[src/rtl/cpu_pkg.sv]
// Shared types and encodings for the 16-bit core control unit: FSM states,
// opcode/ext fields, ALU operation codes, branch conditions and PSR bit positions.
package cpu_pkg;

  typedef enum logic [2:0] {
    S_FETCH,
    S_DECODE,
    S_ALU,
    S_LOAD,
    S_STORE,
    S_BRANCH,
    S_JUMP,
    S_JAL_LINK
  } state_t;

  // Major opcodes, ir[15:12]. Immediate ALU forms reuse the R-type ext code.
  localparam logic [3:0] OP_RTYPE   = 4'b0000;
  localparam logic [3:0] OP_ANDI    = 4'b0001;
  localparam logic [3:0] OP_ORI     = 4'b0010;
  localparam logic [3:0] OP_XORI    = 4'b0011;
  localparam logic [3:0] OP_SPECIAL = 4'b0100;
  localparam logic [3:0] OP_ADDI    = 4'b0101;
  localparam logic [3:0] OP_SHIFT   = 4'b1000;
  localparam logic [3:0] OP_SUBI    = 4'b1001;
  localparam logic [3:0] OP_CMPI    = 4'b1011;
  localparam logic [3:0] OP_BCOND   = 4'b1100;
  localparam logic [3:0] OP_MOVI    = 4'b1101;
  localparam logic [3:0] OP_LUI     = 4'b1111;

  // Extended opcodes, ir[7:4].
  localparam logic [3:0] EXT_AND   = 4'b0001;
  localparam logic [3:0] EXT_OR    = 4'b0010;
  localparam logic [3:0] EXT_XOR   = 4'b0011;
  localparam logic [3:0] EXT_ADD   = 4'b0101;
  localparam logic [3:0] EXT_ADDU  = 4'b0110;
  localparam logic [3:0] EXT_SUB   = 4'b1001;
  localparam logic [3:0] EXT_CMP   = 4'b1011;
  localparam logic [3:0] EXT_MOV   = 4'b1101;
  localparam logic [3:0] EXT_LSH   = 4'b0100;
  localparam logic [3:0] EXT_LOAD  = 4'b0000;
  localparam logic [3:0] EXT_STOR  = 4'b0100;
  localparam logic [3:0] EXT_JAL   = 4'b1000;
  localparam logic [3:0] EXT_JCOND = 4'b1100;

  localparam logic [4:0] ALU_AND   = 5'b00000;
  localparam logic [4:0] ALU_OR    = 5'b00001;
  localparam logic [4:0] ALU_XOR   = 5'b00010;
  localparam logic [4:0] ALU_ADD   = 5'b00011;
  localparam logic [4:0] ALU_SUB   = 5'b00100;
  localparam logic [4:0] ALU_CMP   = 5'b00101;
  localparam logic [4:0] ALU_MOV   = 5'b00110;
  localparam logic [4:0] ALU_LSH   = 5'b00111;
  localparam logic [4:0] ALU_LUI   = 5'b01000;
  localparam logic [4:0] ALU_JCOND = 5'b01001;

  // ALU B-operand selects.
  localparam logic [1:0] B_RSRC = 2'd0;
  localparam logic [1:0] B_SIMM = 2'd1;
  localparam logic [1:0] B_ZIMM = 2'd2;

  // Condition codes, ir[11:8]. 1111 (never) falls through to not-taken.
  localparam logic [3:0] COND_EQ = 4'b0000;
  localparam logic [3:0] COND_NE = 4'b0001;
  localparam logic [3:0] COND_CS = 4'b0010;
  localparam logic [3:0] COND_CC = 4'b0011;
  localparam logic [3:0] COND_HI = 4'b0100;
  localparam logic [3:0] COND_LS = 4'b0101;
  localparam logic [3:0] COND_GT = 4'b0110;
  localparam logic [3:0] COND_LE = 4'b0111;
  localparam logic [3:0] COND_FS = 4'b1000;
  localparam logic [3:0] COND_FC = 4'b1001;
  localparam logic [3:0] COND_LO = 4'b1010;
  localparam logic [3:0] COND_HS = 4'b1011;
  localparam logic [3:0] COND_LT = 4'b1100;
  localparam logic [3:0] COND_GE = 4'b1101;
  localparam logic [3:0] COND_UC = 4'b1110;

  localparam int PSR_C = 0;
  localparam int PSR_L = 2;
  localparam int PSR_F = 5;
  localparam int PSR_Z = 6;
  localparam int PSR_N = 7;

  typedef struct packed {
    logic       valid;
    logic [4:0] alu_op;
    logic [1:0] b_sel;
    logic       rf_we;
    logic       psr_en;
  } alu_dec_t;

  // Decode of every single-cycle ALU instruction; valid=0 for anything else.
  function automatic alu_dec_t decode_alu(input logic [15:0] instr);
    alu_dec_t   d;
    logic [3:0] op;
    logic [3:0] ext;
    logic [3:0] key;
    op       = instr[15:12];
    ext      = instr[7:4];
    key      = (op == OP_RTYPE) ? ext : op;
    d.valid  = 1'b1;
    d.alu_op = ALU_AND;
    d.rf_we  = 1'b1;
    d.psr_en = 1'b0;
    if (op == OP_RTYPE)
      d.b_sel = B_RSRC;
    else if (op == OP_ANDI || op == OP_ORI || op == OP_XORI)
      d.b_sel = B_ZIMM;
    else
      d.b_sel = B_SIMM;

    case (op)
      OP_SHIFT: begin
        d.alu_op = ALU_LSH;
        if (ext == EXT_LSH)
          d.b_sel = B_RSRC;
        else if (ext[3:1] != 3'b000)
          d.valid = 1'b0;
      end
      OP_LUI: begin
        d.alu_op = ALU_LUI;
        d.b_sel  = B_ZIMM;
      end
      OP_RTYPE, OP_ANDI, OP_ORI, OP_XORI, OP_ADDI, OP_SUBI, OP_CMPI, OP_MOVI: begin
        case (key)
          EXT_AND:  d.alu_op = ALU_AND;
          EXT_OR:   d.alu_op = ALU_OR;
          EXT_XOR:  d.alu_op = ALU_XOR;
          EXT_ADD: begin
            d.alu_op = ALU_ADD;
            d.psr_en = 1'b1;
          end
          // ADDU has no immediate form, so this key is only reachable from R-type.
          EXT_ADDU: d.alu_op = ALU_ADD;
          EXT_SUB: begin
            d.alu_op = ALU_SUB;
            d.psr_en = 1'b1;
          end
          EXT_CMP: begin
            d.alu_op = ALU_CMP;
            d.psr_en = 1'b1;
            d.rf_we  = 1'b0;
          end
          EXT_MOV:  d.alu_op = ALU_MOV;
          default:  d.valid  = 1'b0;
        endcase
      end
      default: d.valid = 1'b0;
    endcase

    if (!d.valid)
      d = '0;
    return d;
  endfunction

endpackage

[src/rtl/cond_eval.sv]
// Branch/jump condition evaluation: condition code from ir[11:8] against the
// latched PSR flags. Purely combinational.
module cond_eval
  import cpu_pkg::*;
#(
  parameter int WIDTH = 16
) (
  input  logic [3:0]       cond,
  input  logic [WIDTH-1:0] psr_flags,
  output logic             take
);

  logic n, z, f, l, c;
  logic unused_flags;

  assign n = psr_flags[PSR_N];
  assign z = psr_flags[PSR_Z];
  assign f = psr_flags[PSR_F];
  assign l = psr_flags[PSR_L];
  assign c = psr_flags[PSR_C];

  assign unused_flags = ^{psr_flags[WIDTH-1:8], psr_flags[4:3], psr_flags[1]};

  // NOTE: assign a default before the case so every path drives take; a
  // missing assignment in always_comb infers a latch.
  always_comb begin
    take = 1'b0;
    case (cond)
      COND_EQ: take = z;
      COND_NE: take = !z;
      COND_CS: take = c;
      COND_CC: take = !c;
      COND_HI: take = l;
      COND_LS: take = !l;
      COND_GT: take = n;
      COND_LE: take = !n;
      COND_FS: take = f;
      COND_FC: take = !f;
      COND_LO: take = !l && !z;
      COND_HS: take = l || z;
      COND_LT: take = !n && !z;
      COND_GE: take = n || z;
      COND_UC: take = 1'b1;
      default: take = 1'b0;
    endcase
  end

endmodule

[src/rtl/cpu_ctrl.sv]
// Multi-cycle control unit: owns the instruction register, sequences
// fetch/decode/execute and drives the datapath selects and enables.
module cpu_ctrl
  import cpu_pkg::*;
#(
  parameter int WIDTH         = 16,
  parameter int ALU_CONT_BITS = 5
) (
  input  logic                   clk,
  input  logic                   reset,
  input  logic [WIDTH-1:0]       mem_rdata,
  input  logic                   mem_ready,
  input  logic [WIDTH-1:0]       psr_flags,
  output logic [WIDTH-1:0]       ir,
  output logic                   mem_req,
  output logic                   mem_we,
  output logic                   mem_addr_sel,
  output logic [ALU_CONT_BITS:0] alu_cont,
  output logic                   alu_a_sel,
  output logic [1:0]             alu_b_sel,
  output logic                   rf_we,
  output logic                   rf_wd_sel,
  output logic                   psr_en,
  output logic                   pc_en,
  output logic                   pc_src
);

  state_t     state;
  state_t     dispatch;
  alu_dec_t   alu_dec;
  logic [3:0] op;
  logic [3:0] ext;
  logic [4:0] alu_op;
  logic       cond_take;
  logic       is_jal;
  logic       jump_take;

  assign op      = ir[15:12];
  assign ext     = ir[7:4];
  assign alu_dec = decode_alu(ir[15:0]);

  cond_eval #(.WIDTH(WIDTH)) u_cond_eval (
    .cond      (ir[11:8]),
    .psr_flags (psr_flags),
    .take      (cond_take)
  );

  // JAL reaches JUMP through JAL_LINK and always jumps, whatever its cond field.
  assign is_jal    = (op == OP_SPECIAL) && (ext == EXT_JAL);
  assign jump_take = cond_take || is_jal;

  always_comb begin
    dispatch = S_FETCH;
    if (alu_dec.valid)
      dispatch = S_ALU;
    else if (op == OP_BCOND)
      dispatch = S_BRANCH;
    else if (op == OP_SPECIAL) begin
      case (ext)
        EXT_LOAD:  dispatch = S_LOAD;
        EXT_STOR:  dispatch = S_STORE;
        EXT_JAL:   dispatch = S_JAL_LINK;
        EXT_JCOND: dispatch = S_JUMP;
        default:   dispatch = S_FETCH;
      endcase
    end
  end

  // NOTE: state registers use non-blocking assignments so every flop samples
  // the pre-edge values regardless of statement order.
  always_ff @(posedge clk) begin
    if (reset) begin
      state <= S_FETCH;
      ir    <= '0;
    end else begin
      case (state)
        S_FETCH: begin
          if (mem_ready) begin
            ir    <= mem_rdata;
            state <= S_DECODE;
          end
        end
        S_DECODE:   state <= dispatch;
        S_LOAD,
        S_STORE:    if (mem_ready) state <= S_FETCH;
        S_JAL_LINK: state <= S_JUMP;
        default:    state <= S_FETCH;
      endcase
    end
  end

  // Outputs are forced idle while reset is high so an interrupted handshake
  // or register write cannot leak out during the reset cycle.
  always_comb begin
    mem_req      = 1'b0;
    mem_we       = 1'b0;
    mem_addr_sel = 1'b0;
    alu_op       = ALU_AND;
    alu_a_sel    = 1'b0;
    alu_b_sel    = B_RSRC;
    rf_we        = 1'b0;
    rf_wd_sel    = 1'b0;
    psr_en       = 1'b0;
    pc_en        = 1'b0;
    pc_src       = 1'b0;
    if (!reset) begin
      case (state)
        S_FETCH: begin
          mem_req = 1'b1;
          pc_en   = mem_ready;
        end
        S_ALU: begin
          alu_op    = alu_dec.alu_op;
          alu_b_sel = alu_dec.b_sel;
          rf_we     = alu_dec.rf_we;
          psr_en    = alu_dec.psr_en;
        end
        S_LOAD: begin
          mem_req      = 1'b1;
          mem_addr_sel = 1'b1;
          rf_wd_sel    = 1'b1;
          rf_we        = mem_ready;
        end
        S_STORE: begin
          mem_req      = 1'b1;
          mem_we       = 1'b1;
          mem_addr_sel = 1'b1;
        end
        S_BRANCH: begin
          // PC already points past the branch, so target = PC + disp.
          if (cond_take) begin
            alu_a_sel = 1'b1;
            alu_b_sel = B_SIMM;
            alu_op    = ALU_ADD;
            pc_en     = 1'b1;
            pc_src    = 1'b1;
          end
        end
        S_JAL_LINK: begin
          alu_a_sel = 1'b1;
          alu_op    = ALU_JCOND;
          rf_we     = 1'b1;
        end
        S_JUMP: begin
          if (jump_take) begin
            alu_op = ALU_JCOND;
            pc_en  = 1'b1;
            pc_src = 1'b1;
          end
        end
        default: ;
      endcase
    end
  end

  assign alu_cont = {1'b0, ALU_CONT_BITS'(alu_op)};

endmodule

[config.mk]
export PLATFORM = sky130hd
export DESIGN_NAME = cpu_ctrl
export DESIGN_NICKNAME = d
export VERILOG_FILES = /design/src/rtl/cpu_pkg.sv /design/src/rtl/cond_eval.sv /design/src/rtl/cpu_ctrl.sv
export SDC_FILE = /design/constraint.sdc
export NUM_CORES = 1
export LEC_CHECK = 0
export ABC_AREA = 1
export CORE_MARGIN = 2
export CORE_UTILIZATION = 40
export CTS_BUF_LIST = sky130_fd_sc_hd__clkbuf_4
export CTS_CLUSTER_DIAMETER = 80
export CTS_CLUSTER_SIZE = 20
export DETAILED_ROUTE_END_ITERATION = 6
export PLACE_DENSITY_LB_ADDON = 0.15
export SYNTH_ARGS = -nofsm -noshare
export SYNTH_HDL_FRONTEND = slang
export SYNTH_SLANG_ARGS = --single-unit
[constraint.sdc]
create_clock -name clk -period 2.9 [get_ports clk]
set_input_delay 0.435 -clock clk [delete_from_list [all_inputs] [get_ports clk]]
set_output_delay 0.435 -clock clk [all_outputs]
set_load 0.1 [all_outputs]
* Word level (Yosys, flattened, before mapping)
Index checks and enable logic that the tools add are counted.
W data, S select, Z words.
** Word-level totals
- Flip-flop bits (word level) :: 19
- Bits of input ports :: 35
- Output and inout bits :: 33
- Word-level logic and storage cells :: 123
** Cells by class
- Equal/unequal tests :: 45
- Multiplexer cells :: 50
- Reduce and logical (&&, ||, !) cells :: 26
** Operator list (count)
- $eq A4 B4 Y1 const B :: 18
- $eq A4 B3 Y1 const B :: 9
- $eq A4 B2 Y1 const B :: 6
- $pmux W3 S4 :: 2
- $mux W1 :: 22
- $pmux W5 S4 :: 1
- $pmux W3 S6 :: 1
- $reduce_or A8 Y1 :: 2
- $mux W3 :: 5
- $pmux W1 S15 :: 1
- $eq A3 B3 Y1 const B :: 4
- $eq A4 B1 Y1 const B :: 3
- $logic_not A4 Y1 :: 3
- $mux W2 :: 6
- $pmux W4 S3 :: 1
- $mux W10 :: 1
- $pmux W1 S3 :: 3
- $mux W4 :: 2
- $pmux W2 S2 :: 2
- $eq A3 B2 Y1 const B :: 2
- $reduce_or A3 Y1 :: 2
- $logic_not A1 Y1 :: 5
- $logic_or A1 B1 Y1 :: 5
- $mux W5 :: 1
- 9 further kinds :: 14

* Logic depth before layout (Yosys ltp)
- Word-level depth :: 10
- Mapped depth :: 13
- Gate-level depth less buffers :: 13

* Hierarchy
A second synthesis with hierarchy kept.
** Unflattened totals
- Cells, all modules :: 279
- Area, all modules :: 1579.0 µm²
** Modules (own cells, without submodules)
- cpu_ctrl :: instances 1, cells an instance 221, area an instance 1345.0 µm², seq. area each 380.4 µm²
- cond_eval :: instances 1, cells an instance 58, area an instance 234.0 µm², seq. area each 0.0 µm²

* Least setup slack after synthesis
No wires, ideal clock.
- Path type :: reg-to-output
- Start point :: reg ir[15]
- End point :: out alu_b_sel[1]
- Arrival time :: 4.471 ns
- Required time :: 2.465 ns
- Path slack :: -2.006 ns
- Stages on the path, launching flop included :: 5
- Path buffers :: 0
- Path through :: dfxtp_1 -> inv_1 -> nor3_1 -> nor2_1 -> nor4_1
** On the way
- Word-level cells in the longest chain between the ends :: 10
- Elaborated cells between the ends (all ways) :: 32
- Classes of those cells :: eq/ne: 17; mux: 10; reduce/logical: 5
** RTL lines
- start: declaration :: line cpu_ctrl.sv:14 : output logic [WIDTH-1:0] ir,
- start signal: assignment :: line cpu_ctrl.sv:79 : ir <= mem_rdata;
- branches (longest 7 deep; another with $reduce_or A8 Y1)
- $mux W10 (*) :: line cpu_pkg.sv:151 : if (!d.valid)
- $pmux W2 S2 (*) :: line cpu_ctrl.sv:107 : case (state)
- $mux W2 (*) :: line cpu_ctrl.sv:106 : if (!reset) begin
- end: declaration :: line cpu_ctrl.sv:20 : output logic [1:0] alu_b_sel,
Every way passes the cells marked *.

* Worst setup path after layout
- Start point :: in psr_flags[2]
- End point :: out alu_cont[0]
** On the way
- Word-level cells in the longest chain between the ends :: 7
- Elaborated cells between the ends (all ways) :: 9
- Classes of those cells :: mux: 5; reduce/logical: 4
** RTL lines
- start: declaration :: line cpu_ctrl.sv:13 : input logic [WIDTH-1:0] psr_flags,
- $logic_not A1 Y1 :: line cond_eval.sv:34, cond_eval.sv:39
- $logic_and A1 B1 Y1 :: line cond_eval.sv:39 : COND_LO: take = !l && !z;
- $pmux W1 S15 (*) :: line cond_eval.sv:28 : case (cond)
- $logic_or A1 B1 Y1 :: line cpu_ctrl.sv:50 : assign jump_take = cond_take || is_jal;
- $mux W4 :: line cpu_ctrl.sv:145 : if (jump_take) begin
- $pmux W5 S4 (*) :: line cpu_ctrl.sv:107
- $mux W5 (*) :: line cpu_ctrl.sv:106
- end: declaration :: line cpu_ctrl.sv:18 : output logic [ALU_CONT_BITS:0] alu_cont,
Every way passes the cells marked *; elsewhere a longest branch is shown, timed or not.

==> results_dict.tcl <==
set metrics [dict create \
    gp_congestion 0.862 \
    synth.most_common_cell "nand2_1" \
    cp.required_ns 2.47 \
    arrival_ns 2.18 \
    syn_inst 258 \
    ant_nets 0 \
    p_clk_share_pct 12.0 \
    die_w_microns 64.3 \
    worstReg2RegStart "state[0]" \
    rr_endpoint "ir[13]" \
    maxCapViolations 0 \
    fmax_mhz 382 \
    yosysTopAreaCell "dfxtp_1" \
    rr_worst_depth 7 \
    synthFlopType "dfxtp_1" \
    synth.yosys.seq_area_share_pct 26.1 \
    cts_buffers 3 \
    sw_frac_of_total_pct 53.5 \
    post-dp-hpwl_mm 3.23 \
    grt_pass1_vias 1527 \
    fill_cells 307 \
    die-area_sq_um 4140 \
    startpoint_type "primary input" \
    synth_edf_count 0 \
    p_int_mw 0.527 \
    post-cts-setup-buffers 0 \
    fin_tns_setup_ns 0 \
    grt_max_degree 29 \
    pwr_density_cell_nw_per_um2 498 \
    vias 1732 \
    total_power_mw 1.13 \
    ios 68 \
    area_growth_pct 56.4 \
    start_util_pct 42.6 \
    wire_per_inst_microns 11.1 \
    root_buffer "clkbuf_4" \
    dr.first_iter.drc_count 68 \
    ys_types 28 \
    seq_power_share_pct 29.7 \
    drc 0 \
    placed_area_sq_um 2250 \
    final.setup_skew_ns 0.00249 \
    r2r_slack_ns 1.29 \
    endpoint_kind "output port" \
    core_sq_um 3420 \
    syn_avg_cell_area_sq_um 5.64 \
    pwr-share-comb_pct 58.4 \
    yosys-top-cells-area "dfxtp_1, nand2_1, a21oi_1, inv_1, nand3_1" \
    post_cts_resize_count 0 \
    syn-cell-area_sq_um 1460 \
    track_usage_pct 19.2 \
    finalInstanceArea_sq_um 2280 \
    yosys_register_bits 19 \
    diodes 0 \
    first_pass_iters 4 \
    final_core_utilization_pct 66.6 \
    cts_tree "done" \
    min-delay-start "ir[0]" \
    hold-path-endpoint "ir[0]" \
    numPortBuffers 54 \
    routed_via_density 4.84 \
    rows 21 \
    totalWireLength_mm 3.96 \
    yosys-top-cells-count "nand2_1, inv_1, nor2_1, a21oi_1, nand3_1" \
    outcome "finished clean" \
    whs_path_depth 2 \
    cts_htree_levels 1 \
    clock_path_buffers 2 \
    grt_pass1_wl_mm 6.54 \
    critical_path_class "primary input to output port" \
    setup_viol 0 \
    final.min_clock_period_ns 2.62 \
    clock_sinks 19 \
    synth_top_area_share_pct 26.1 \
    hold_viol 0 \
    ys_warn_count 0 \
    fin_crit_sh_pct 90.3 \
    cts_hold_buf 0 \
    drive_gt1_share_pct 22.1 \
    setup_slack_ns 0.282 \
    pre_cts_ws_ns 0.283 \
    slew_violations 0 \
    async_reset_ff_share_pct 0 \
    leakagePower_nw 1.05 \
    rsz0062_at_grt "false" \
    antenna_found_initial 0 \
    fp.dieH_microns 64.3 \
    path_clk_slew_ns 0.11 \
    power_switching_mw 0.605 \
    clock_latency_ns 0.29 \
    hold_path.class "register to register" \
    ir_drop_mv 0.265 \
    grt_overflow 0 \
    worstPathMaxFanout 6 \
    fin_nets 348 \
]
==> per-layer routing <==
| layer | global-route usage [%] | wire (microns) | up-vias | share of wire [%] |
|---|---|---|---|---|
| li1 | - | - | 937 | - |
| met4 | 3.99 | 29 | 0 | 0.73 |
| met2 | 34.2 | 1890 | 34 | 48 |
| met5 | 0 | 0 | - | 0 |
| met1 | 24.9 | 1930 | 757 | 49 |
| met3 | 1.94 | 109 | 4 | 2.8 |
==> critical path, stage by stage <==
cell and delay [ns]:
clkdlybuf4s50_1 0.51, inv_1 0.07, nand2_1 0.06, nand3_1 0.08, nand2_1 0.06, nand2_1 0.05
nor2_1 0.14, nand2_1 0.10, nand2_2 0.18, nand3_1 0.10, nor2_1 0.17, nor2_4 0.05
buf_12 0.17
==> state kept, by name (all words and copies together) (netlist names) <==
name / count
ir: 16
state: 3
==> worst max path at each step <==
stage	startpoint	to	slack, ns	depth (start not counted)
2_1_floorplan	reset	mem_req	-0.1	3
3_3_place_gp	psr_flags[2]	alu_cont[0]	0.29	13
3_5_place_dp	psr_flags[2]	alu_cont[0]	0.28	13
4_1_cts	psr_flags[2]	alu_cont[0]	0.29	13
5_1_grt	ir[8]	alu_cont[0]	0.09	14
6_report	psr_flags[2]	alu_cont[0]	0.28	13
==> area by class of cell <==
type / count / area, sq um / share of cell area, %
Multi-Input combinational cell: 195 / 983 / 43.2
Timing Repair Buffer: 57 / 673 / 29.6
Sequential cell: 19 / 395 / 17.4
Inverter: 37 / 139 / 6.10
Tap cell: 46 / 57.6 / 2.53
Clock buffer: 3 / 22.5 / 0.990
Clock inverter: 1 / 5.00 / 0.220
==> power by group through the flow <==
stage          registers (mW)  clock network, mW  logic (mW)
2_1_floorplan           0.532                  0       0.308
3_3_place_gp            0.341                  0       0.653
3_5_place_dp            0.341                  0       0.659
4_1_cts                 0.336              0.139       0.660
5_1_grt                 0.342              0.153       0.709
6_report                0.336              0.136       0.661
==> layout by cell type, fill, tap and decap left out, drive strengths merged, types with 2 or more instances in the layout <==
master         netlist  layout
nand4                2       2
nand2               71      71
nand3               25      25
conb                 1       2
dfxtp               19      19
buf                  4      34
clkbuf               4       3
inv                 37      37
a21oi               28      28
clkdlybuf4s50        0      23
o21ai               22      22
o22ai                2       2
nor3                 2       2
nor2                33      33
==> kinds of logic after synthesis <==
kind of cell	after synthesis	synth area share, %
compound gates	58	21.1
buf+inv	45	12.3
flops	19	26.1
other cells	1	0.258
simple gates	135	40.2
==> metrics by stage <==
step / hold slack, ns / instances
finish: 0.470 / 358
global route: 0.505 / 358
CTS: 0.469 / 358
detailed placement: 0.452 / 354
global placement: 0.450 / 354
floorplan: 0.570 / 259
Power figures use the tool's default switching activity.
